===== src/rtl/memory_master.sv =====
// Single-beat bus initiator for the synchronous write/read memory: sequences
// wr/rd, waits for the write acknowledge (with timeout) and returns a response strobe.
module memory_master #(
  parameter int ADDR_WIDTH = 4,
  parameter int DATA_WIDTH = 8,
  parameter int MEM_SIZE   = 16,
  parameter int TIMEOUT    = 8
) (
  input  logic                  clk,
  input  logic                  reset,
  input  logic                  cmd_valid,
  output logic                  cmd_ready,
  input  logic                  cmd_wr,
  input  logic [ADDR_WIDTH-1:0] cmd_addr,
  input  logic [DATA_WIDTH-1:0] cmd_wdata,
  output logic                  rsp_valid,
  output logic [DATA_WIDTH-1:0] rsp_rdata,
  output logic                  rsp_err,
  output logic                  wr,
  output logic                  rd,
  output logic [ADDR_WIDTH-1:0] addr,
  output logic [DATA_WIDTH-1:0] wdata,
  input  logic [DATA_WIDTH-1:0] rdata,
  input  logic                  response
);

  localparam int CW = (TIMEOUT > 1) ? $clog2(TIMEOUT) : 1;

  if (TIMEOUT < 2 || MEM_SIZE < 1) begin : g_param_check
    $error("memory_master: TIMEOUT must be >= 2 and MEM_SIZE >= 1");
  end

  typedef enum logic [2:0] {
    S_IDLE,
    S_WRITE,
    S_WRESP,
    S_READ,
    S_RCAP,
    S_RESP
  } state_t;

  state_t                state_q, state_d;
  logic                  cmd_ready_q, cmd_ready_d;
  logic                  rsp_valid_q, rsp_valid_d;
  logic                  rsp_err_q, rsp_err_d;
  logic [DATA_WIDTH-1:0] rsp_rdata_q, rsp_rdata_d;
  logic                  wr_q, wr_d;
  logic                  rd_q, rd_d;
  logic [ADDR_WIDTH-1:0] addr_q, addr_d;
  logic [DATA_WIDTH-1:0] wdata_q, wdata_d;
  logic [CW-1:0]         cnt_q, cnt_d;

  // Strobes are produced one state early so every output comes straight from a flop.
  always_comb begin
    state_d     = state_q;
    cmd_ready_d = cmd_ready_q;
    rsp_valid_d = 1'b0;
    rsp_err_d   = rsp_err_q;
    rsp_rdata_d = rsp_rdata_q;
    wr_d        = 1'b0;
    rd_d        = 1'b0;
    addr_d      = addr_q;
    wdata_d     = wdata_q;
    cnt_d       = cnt_q;
    unique case (state_q)
      S_IDLE: begin
        if (cmd_valid) begin
          addr_d      = cmd_addr;
          wdata_d     = cmd_wdata;
          cmd_ready_d = 1'b0;
          if (cmd_wr) begin
            wr_d    = 1'b1;
            state_d = S_WRITE;
          end else begin
            rd_d    = 1'b1;
            state_d = S_READ;
          end
        end
      end
      S_WRITE: begin
        cnt_d   = '0;
        state_d = S_WRESP;
      end
      S_WRESP: begin
        if (response) begin
          rsp_valid_d = 1'b1;
          rsp_err_d   = 1'b0;
          state_d     = S_RESP;
        end else if (cnt_q == CW'(TIMEOUT - 1)) begin
          rsp_valid_d = 1'b1;
          rsp_err_d   = 1'b1;
          state_d     = S_RESP;
        end else begin
          cnt_d = cnt_q + CW'(1);
        end
      end
      S_READ: begin
        state_d = S_RCAP;
      end
      S_RCAP: begin
        rsp_rdata_d = rdata;
        rsp_valid_d = 1'b1;
        rsp_err_d   = 1'b0;
        state_d     = S_RESP;
      end
      S_RESP: begin
        rsp_err_d   = 1'b0;
        cmd_ready_d = 1'b1;
        state_d     = S_IDLE;
      end
      default: begin
        cmd_ready_d = 1'b1;
        state_d     = S_IDLE;
      end
    endcase
  end

  always_ff @(posedge clk) begin
    if (!reset) begin
      state_q     <= S_IDLE;
      cmd_ready_q <= 1'b1;
      rsp_valid_q <= 1'b0;
      rsp_err_q   <= 1'b0;
      rsp_rdata_q <= '0;
      wr_q        <= 1'b0;
      rd_q        <= 1'b0;
      addr_q      <= '0;
      wdata_q     <= '0;
      cnt_q       <= '0;
    end else begin
      state_q     <= state_d;
      cmd_ready_q <= cmd_ready_d;
      rsp_valid_q <= rsp_valid_d;
      rsp_err_q   <= rsp_err_d;
      rsp_rdata_q <= rsp_rdata_d;
      wr_q        <= wr_d;
      rd_q        <= rd_d;
      addr_q      <= addr_d;
      wdata_q     <= wdata_d;
      cnt_q       <= cnt_d;
    end
  end

  assign cmd_ready = cmd_ready_q;
  assign rsp_valid = rsp_valid_q;
  assign rsp_err   = rsp_err_q;
  assign rsp_rdata = rsp_rdata_q;
  assign wr        = wr_q;
  assign rd        = rd_q;
  assign addr      = addr_q;
  assign wdata     = wdata_q;

endmodule


===== config.mk =====
export PLATFORM = sky130hd
export DESIGN_NAME = memory_master
export DESIGN_NICKNAME = d
export VERILOG_FILES = /design/src/rtl/memory_master.sv
export SDC_FILE = /design/constraint.sdc
export NUM_CORES = 1
export LEC_CHECK = 0
export CORE_MARGIN = 2
export CORE_UTILIZATION = 38
export DETAILED_ROUTE_END_ITERATION = 10
export PLACE_DENSITY = 0.76
export SLEW_MARGIN = 20
export SYNTH_ARGS = -nofsm -noshare
export SYNTH_HDL_FRONTEND = slang
export SYNTH_SLANG_ARGS = --single-unit

===== constraint.sdc =====
create_clock -name clk -period 1.7 [get_ports clk]
set_clock_uncertainty 0.2 [all_clocks]
set_input_delay 0.34 -clock clk [delete_from_list [all_inputs] [get_ports clk]]
set_output_delay 0.34 -clock clk [all_outputs]
set_load 0.01 [all_outputs]

Word-level counts from Yosys, hierarchy flattened
Cells that the tools add are included.
{"block": "classes", "addsub": 1, "eq_ne": 10, "n_mux": 18, "n_bitwise": 1, "reduce_logical": 11}
{"cell": "$mux W3", "n": 5}
{"cell": "$pmux W3 S5", "n": 1}
{"cell": "$eq A3 B3 Y1 const B", "n": 3}
{"cell": "$reduce_and A2 Y1", "n": 4}
{"cell": "$mux W1", "n": 7}
{"cell": "$eq A3 B2 Y1 const B", "n": 2}
{"cell": "$ne A2 B2 Y1 const B", "n": 3}
{"cell": "$pmux W1 S2", "n": 3}
{"cell": "$pmux W3 S2", "n": 1}
{"cell": "$reduce_and A3 Y1", "n": 2}
{"cell": "$reduce_bool A2 Y1", "n": 2}
{"cell": "$reduce_or A4 Y1", "n": 1}
{"cell": "$add A3 B1 Y3 const B", "n": 1}
{"cell": "$eq A3 B1 Y1 const B", "n": 1}
{"cell": "$logic_not A3 Y1", "n": 1}
{"cell": "$ne A3 B3 Y1 const B", "n": 1}
{"cell": "$mux W2", "n": 1}
{"cell": "$reduce_or A2 Y1", "n": 1}
{"cell": "$not A1 Y1", "n": 1}
{"block": "totals", "regBits": 31, "in_bits": 25}

Longest topological paths before layout
{"block": "logic_depth", "ltp_word": 4, "ltp_mapped": 6, "mapped_depth_nobuf": 5}

Worst setup path after synthesis
No wires, ideal clock.
{"block": "synth_path", "kind": "flip-flop to flip-flop", "from": "reg cnt_q[0]", "to": "reg cnt_q[0]", "setup_ns": 0.121, "arrival_ns": 1.365, "path_slack_ns": 0.014, "stages_incl_launch_ff": 6, "synth_period_minus_slack_ns": 1.686, "path_cell_list": "dfxtp_1 -> ha_1 -> ha_1 -> nor4b_1 -> o31ai_1 -> mux2_2"}
{"block": "synth_between", "elab_chain_cells": 4}
{"item": "start, declared", "line_no": "51", "rtl": "logic [CW-1:0] cnt_q, cnt_d;"}
{"item": "start signal, assigned", "line_no": "140", "rtl": "cnt_q <= cnt_d;"}
{"item": "$add A3 B1 Y3", "line_no": "94", "rtl": "cnt_d = cnt_q + CW'(1);"}
{"item": "$mux W3", "line_no": "89", "rtl": "end else if (cnt_q == CW'(TIMEOUT - 1)) begin"}
{"item": "$mux W3", "line_no": "85", "rtl": "if (response) begin"}
{"item": "$pmux W3 S2", "line_no": "65", "rtl": "unique case (state_q)"}
Parallel ways exist; a longest one is shown, timed or not. The select of a mux whose other input is x is not followed.
A chain may end at the register's enable or synchronous reset.

Worst setup path in the final report
{"block": "layout_path", "from": "reg cnt_q[1]", "to": "reg cnt_q[0]"}
{"block": "layout_between", "elab_chain_cells": 3}
{"item": "$eq A3 B3 Y1", "line_no": "89"}
{"item": "$ne A2 B2 Y1 (no line)"}
{"item": "$reduce_and A3 Y1 (no line)"}
No other way between the ends.

==> impl_metrics.ini <==
[layout]
syn_to_final_growth_pct = 58.73
layout.cells.non_filler = 235
drive_gt1_frac = 0.1885
fin_nets = 217
fill_cells = 274
antennaDiodeCount = 0

[synth]
yosysWarnings = 0
synth_fp_nets = 157
ys_seq_area_frac = 0.5092
ys_ff_latch = 31
synthFlopType = dfxtp_1
synth.cell_area_um2 = 1219
synth_edf_count = 0
synthArstFlopShare = 0
syn_inst = 130
ys_types = 26
synth.avg_cell_area_um2 = 9.374

[timing]
min_period_ns = 1.676
fmax_mhz = 596.8
worst_slack_ns = 0.02434
worstMarginPinSlew_ns = 0.3494
hold_viol_final = 0
finalMaxSlewViolations = 0
setup_tns_ns = 0
setup_viol = 0
layout_worst_path_cycle_share = 0.9857
max_slew_margin = 0.7667

[drt]
met2_wirelength_mm = 1.648
wl_met1_mm = 1.132
drt-pass1-iter-count = 4
wl_per_cell_um = 13.15
routed_wl_mm = 3.091
highest_layer = met4
via_per_inst = 4.804
drc = 0
vias = 1129
drt_iter0_markers = 54
dr_wl_met3_um = 250
ant_nets = 0

[pwr]
power_uw = 1792
leakage_uw = 0.0008410
clkPwrFrac = 0.330
power.internal_uw = 1330
p_seq_frac = 0.463
swShare = 0.2576
p_comb_frac = 0.207
powerDensity_nw_per_um2 = 926.3
switchingPower_uw = 461.5
ir_drop_mv = 0.5971

[floorplanning]
coreArea_um2 = 3053
num_io_pins = 50
fp.dieArea_um2 = 3676
chipWidth_um = 60.63
initial_core_util = 0.3992
die_h_um = 60.63
rows = 20

[clock_network]
cts_tree = yes
clockBufferDepth = 2
clk_latency_ns = 0.33
cts.sinks = 31
cts-root-buf = clkbuf_4
clk_pin_slew_ns = 0.10
numCtsBuffers = 5
cts-htree-levels = 2

[global_route]
grt_pass1_vias = 1129
grt_max_degree = 24
track_usage = 0.1879
grt-ovfl-total = 0
antenna_found_initial = 0
grt_pass1_wl_mm = 4.864

[min_path]
whs_path_depth = 2
hp-class = reg -> reg

[setup_path]
crit_path_end_kind = register
start_kind = register
ff2ff_path_depth = 5
path_class = reg -> reg
crit_required_ns = 1.72
path_max_fanout = 3
cp.arrival_ns = 1.70

[placed_design]
hpwlAfterDp_mm = 2.112
io_buffer_count = 49
gp_congestion = 0.7389
place_ws_ns = -0.2007
placed_cells = 226

[flow_run]
max-cap-violations = 0

[outcome]
status = finished, final reports clean
## state kept, by name (all words and copies together), names as in the netlist
signal / flops
addr: 4
cmd_ready: 1
cnt_q: 3
rd: 1
rsp_err: 1
rsp_rdata: 8
rsp_valid: 1
state_q: 3
wdata: 8
wr: 1
## worst paths after layout
check,slack [ns],from,end
min reg2reg,0.25,wdata[3]$_SDFFE_PN0P_,wdata[3]$_SDFFE_PN0P_
min,0.25,wdata[3]$_SDFFE_PN0P_,wdata[3]$_SDFFE_PN0P_
max reg2reg,0.02,cnt_q[1]$_SDFFE_PN0P_,cnt_q[0]$_SDFFE_PN0P_
max,0.02,cnt_q[1]$_SDFFE_PN0P_,cnt_q[0]$_SDFFE_PN0P_
## cells in the final DEF, fill, tap and decap left out, types with 2 or more instances in the layout
| cell | n |
|---|---|
| clkdlybuf4s50_1 | 24 |
| clkbuf_4 | 5 |
| nor2b_1 | 2 |
| nor3_2 | 2 |
| a21oi_1 | 15 |
| nand2b_1 | 4 |
| nand2_1 | 26 |
| mux2i_1 | 8 |
| dfxtp_1 | 29 |
| nor2_1 | 10 |
| dlygate4sd2_1 | 25 |
| inv_1 | 2 |
| a22o_1 | 2 |
| o21bai_1 | 2 |
| a211oi_1 | 3 |
| buf_4 | 12 |
| dfxtp_2 | 2 |
## stage by stage
step                      utilization  area, um2  hold slack (ns)
final                          0.6336       1934           0.2531
after detailed placement       0.5889       1798           0.2483
after floorplan                     -       1219           0.2097
after global routing           0.6336       1934           0.2788
after global placement         0.5889       1798           0.2410
after CTS                      0.6180       1887           0.2582
## timing repair
action,4_1_cts,5_1_grt
hold buffers,0,0
setup buffers,0,1
pin swaps,1,6
setup endpoints to repair,30,6
resized for setup,31,8
## per-layer routing
metal | track usage | vias to the layer above
met5 | 0 | -
met4 | 0.1211 | 0
met3 | 0.05757 | 4
met2 | 0.3349 | 46
met1 | 0.1882 | 519
li1 | - | 560
## worst max-delay path, cell delays in order (launching register included)
cell and delay (ns):
dfxtp_1 0.34, ha_2 0.19, ha_4 0.17, nor4b_4 0.28
o31ai_2 0.12, mux2_2 0.27
## synth_stat cells, types with 3 or more instances
cell type  instances  share of area
buf_2              4          0.016
mux2i_1            8          0.066
buf_6              3          0.028
nand2_1           26          0.080
nand2b_1           4          0.021
a21oi_1           15          0.062
a211oi_1           3          0.018
dfxtp_1           31           0.51
nor2_1            10          0.031
## final cells by class
type | instances | area [um2] | share of cell area
sequential | 31 | 623.1 | 0.3221
multi-input combinational | 88 | 601.8 | 0.3111
timing repair buffer | 62 | 560.5 | 0.2898
tap | 44 | 55.05 | 0.02846
clock buffer | 6 | 51.30 | 0.02652
clock inverter | 2 | 35.03 | 0.01811
inverter | 2 | 7.507 | 0.003881
## cells by family after synthesis
family | synth area share
adder cells (fa/ha/maj) | 0.02053
multiplexers | 0.07495
AO/OA/AOI/OAI | 0.1232
flip-flops | 0.5092
buffers and inverters | 0.05647
AND/OR/NAND/NOR | 0.2156
## power groups by stage
stage / sequential, uW / clock (uW) / combinational, uW
global route: 840 / 636 / 410
finish: 830 / 592 / 370
CTS: 826 / 612 / 360
global placement: 839 / 0 / 362
floorplan: 844 / 0 / 191
detailed placement: 844 / 0 / 377
No activity file was read; power rests on OpenSTA's default activity.
==> edit, RTL diff (config.mk and constraints unchanged) <==
Register the output `rsp_err` once more; this adds one clock of latency there. The other outputs are not delayed to match.
--- a/src/rtl/memory_master.sv
+++ b/src/rtl/memory_master.sv
@@ -143,7 +143,9 @@
 
   assign cmd_ready = cmd_ready_q;
   assign rsp_valid = rsp_valid_q;
-  assign rsp_err   = rsp_err_q;
+  always_ff @(posedge clk) begin
+    rsp_err <= rsp_err_q;
+  end
   assign rsp_rdata = rsp_rdata_q;
   assign wr        = wr_q;
   assign rd        = rd_q;
Function: same outputs for any inputs over 10 cycles, from zero or initial values and one cycle with reset low; that may be too few to reach the edited logic, so the function may still have changed.
==> edit against the unedited design <==
  * Worst setup slack lost 0.027 ns
  * Power is 8.6% lower
  * Wire length grew 3.0%
  * Cell area is 2.7% higher
  * The flow now finishes with violations (setup timing)
  * Sequential cell count is 1 higher
  * Largest cell class is now multi-input combinational cells
  * Final cell count grew 3.8%
  * First-iteration DRC count shrank 5.6%
  * Synthesized area up 8.9%
  * Sequential power grew 0.6%
==> edit: results (changes against the unedited design) <==
- Run status: complete, but fails checks
* Violations in the final reports: setup timing
- VDD IR max: 0.397 mV (-33%)
* Total length of routed met2 wires: 1560 microns (-5.4%)
* Number of vias per cell after detailed routing: 4.82 (+0.32%)
- The remaining max-slew budget at the tightest pin is 0.729 (-0.0381).
* Number of violations reported at the end of detailed-routing iteration 0: 51 (-5.6%)
* Final standard cell count with taps included and fillers excluded: 244 (+3.8%)
* Critical Path Fanout Max: 2 (-1)
- The number of distinct library cell variants in the gate-level netlist after synthesis was 28 (+7.7%).
* DR pass1 iterations: 5 (+1)
* Arrival time of the worst setup path: 1.72 ns (+0.02 ns)
- The static power due to leakage came to 0.851 nW (+1.2%).
- The filler cell count in the final layout is 321 (+17%).
* Setup TNS: -0.00242 ns (-0.00242 ns)
- On the critical path, the stage with the largest delay is an instance of or4b_4.
- Hold crit path type: reg -> reg
- The worst setup timing slack at the placement stage came to -0.204 ns (-0.00307 ns).
* Vias in the first global route: 1105 (-2.1%)
* Highest routed layer: met4
- The final layout net count is 224 (+3.2%).
- Final setup violation count: 1 (+1)
- Placer's final routability congestion estimate: 0.847 (+15%)
* Overall global routing resource usage: 0.161 (-0.0266)
* Cells taking the most area after synthesis: dfxtp_1 (48%), nand2_1 (7.9%), mux2i_1 (6.0%)
* Internal portion of total power: 1.19 mW (-11%)
- The post-detailed-placement half-perimeter wirelength came to 2280 microns (+7.8%).
- Per-cell routed wire length: 13.1 microns (-0.76%)
* Final Worst Setup Slack: -0.00242 ns (-0.0268 ns)
- Fraction of layout instances using a drive strength above 1: 0.152 (-0.0370)
* # resized after CTS: 28 (-9.7%)
- Worst stage delay on the critical path: 0.51 ns (+0.17 ns)
- Most used standard cells in the synthesized netlist: dfxtp_1 (32), nand2_1 (28), a21boi_1 (10)
* Average cell area after synthesis: 9.62 sq um (+2.6%)
* Count of buffers added by post-CTS timing repair for setup: 1 (+1)
- The wire length of the first global-routing pass is 4970 microns (+2.1%).
- The met1 routed wirelength after detailed routing is 1380 microns (+22%).
* Sequential-to-total area share from yosys stat: 0.483 (-0.0267)
- The synthesized netlist net count came to 165 (+5.1%).
- The largest net degree at the start of global routing was 30 (+25%).
* Post-placement cell area: 0.00192 sq mm (+6.8%)
- Clock-pin slew was measured on the worst setup and hold paths at 0.09 ns.
- The total met3 wirelength after detailed routing is 205 microns (-18%).
edit: cell types whose count changed in the layout (fill, tap and decap cells not counted), sizes merged, moves of 5 or more:
cell    unedited run  this run
a21oi             15         5
nor2b              2         9
a21boi             0        12
nor2              10         5
edit: layer usage:
metal / track usage / vias up
li1: - / 586
met1: 0.174 / 550
met2: 0.282 / 35
met3: 0.0607 / 5
met4: 0.0667 / 0
met5: 0 / -
edit: worst paths after layout:
kind         slack (ns)  cells after the start        to       from
max              -0.002                      5  cnt_q[1]   cnt_q[0]
min                0.16                      0   rsp_err  rsp_err_q
max reg2reg      -0.002                      5  cnt_q[1]   cnt_q[0]
min reg2reg        0.16                      0   rsp_err  rsp_err_q
edit: cells by family after synthesis:
logic type | count (synthesis) | share of synthesized area
and+or+nand+nor | 59 | 0.242
DFF | 32 | 0.483
AOI/OAI and AO/OA | 28 | 0.152
buffers and inverters | 9 | 0.0443
muxes | 8 | 0.0603
adders and majority gates | 2 | 0.0188
edit: power by group through the flow:
stage                     Combinational [mW]  Clock [mW]  Sequential [mW]
after floorplan                        0.176           0            0.861
after global placement                 0.357           0            0.847
after detailed placement               0.368           0            0.851
after CTS                              0.343       0.466            0.833
after global routing                   0.382       0.494            0.841
final                                  0.352       0.452            0.835
edit: area by class of cell:
type                       count  area, sq um  share of cell area
multi-input combinational     97          672               0.338
sequential                    32          643               0.324
timing repair buffer          61          553               0.278
tap                           46         57.6              0.0290
clock buffer                   6         51.3              0.0258
clock inverter                 2         10.0             0.00504
edit: critical path, delay by kind of cell (launching register included):
family / cells / cell delay (ns)
simple gates: 1 / 0.51
compound gates: 2 / 0.23
fa+ha+maj: 2 / 0.31
flops: 1 / 0.35
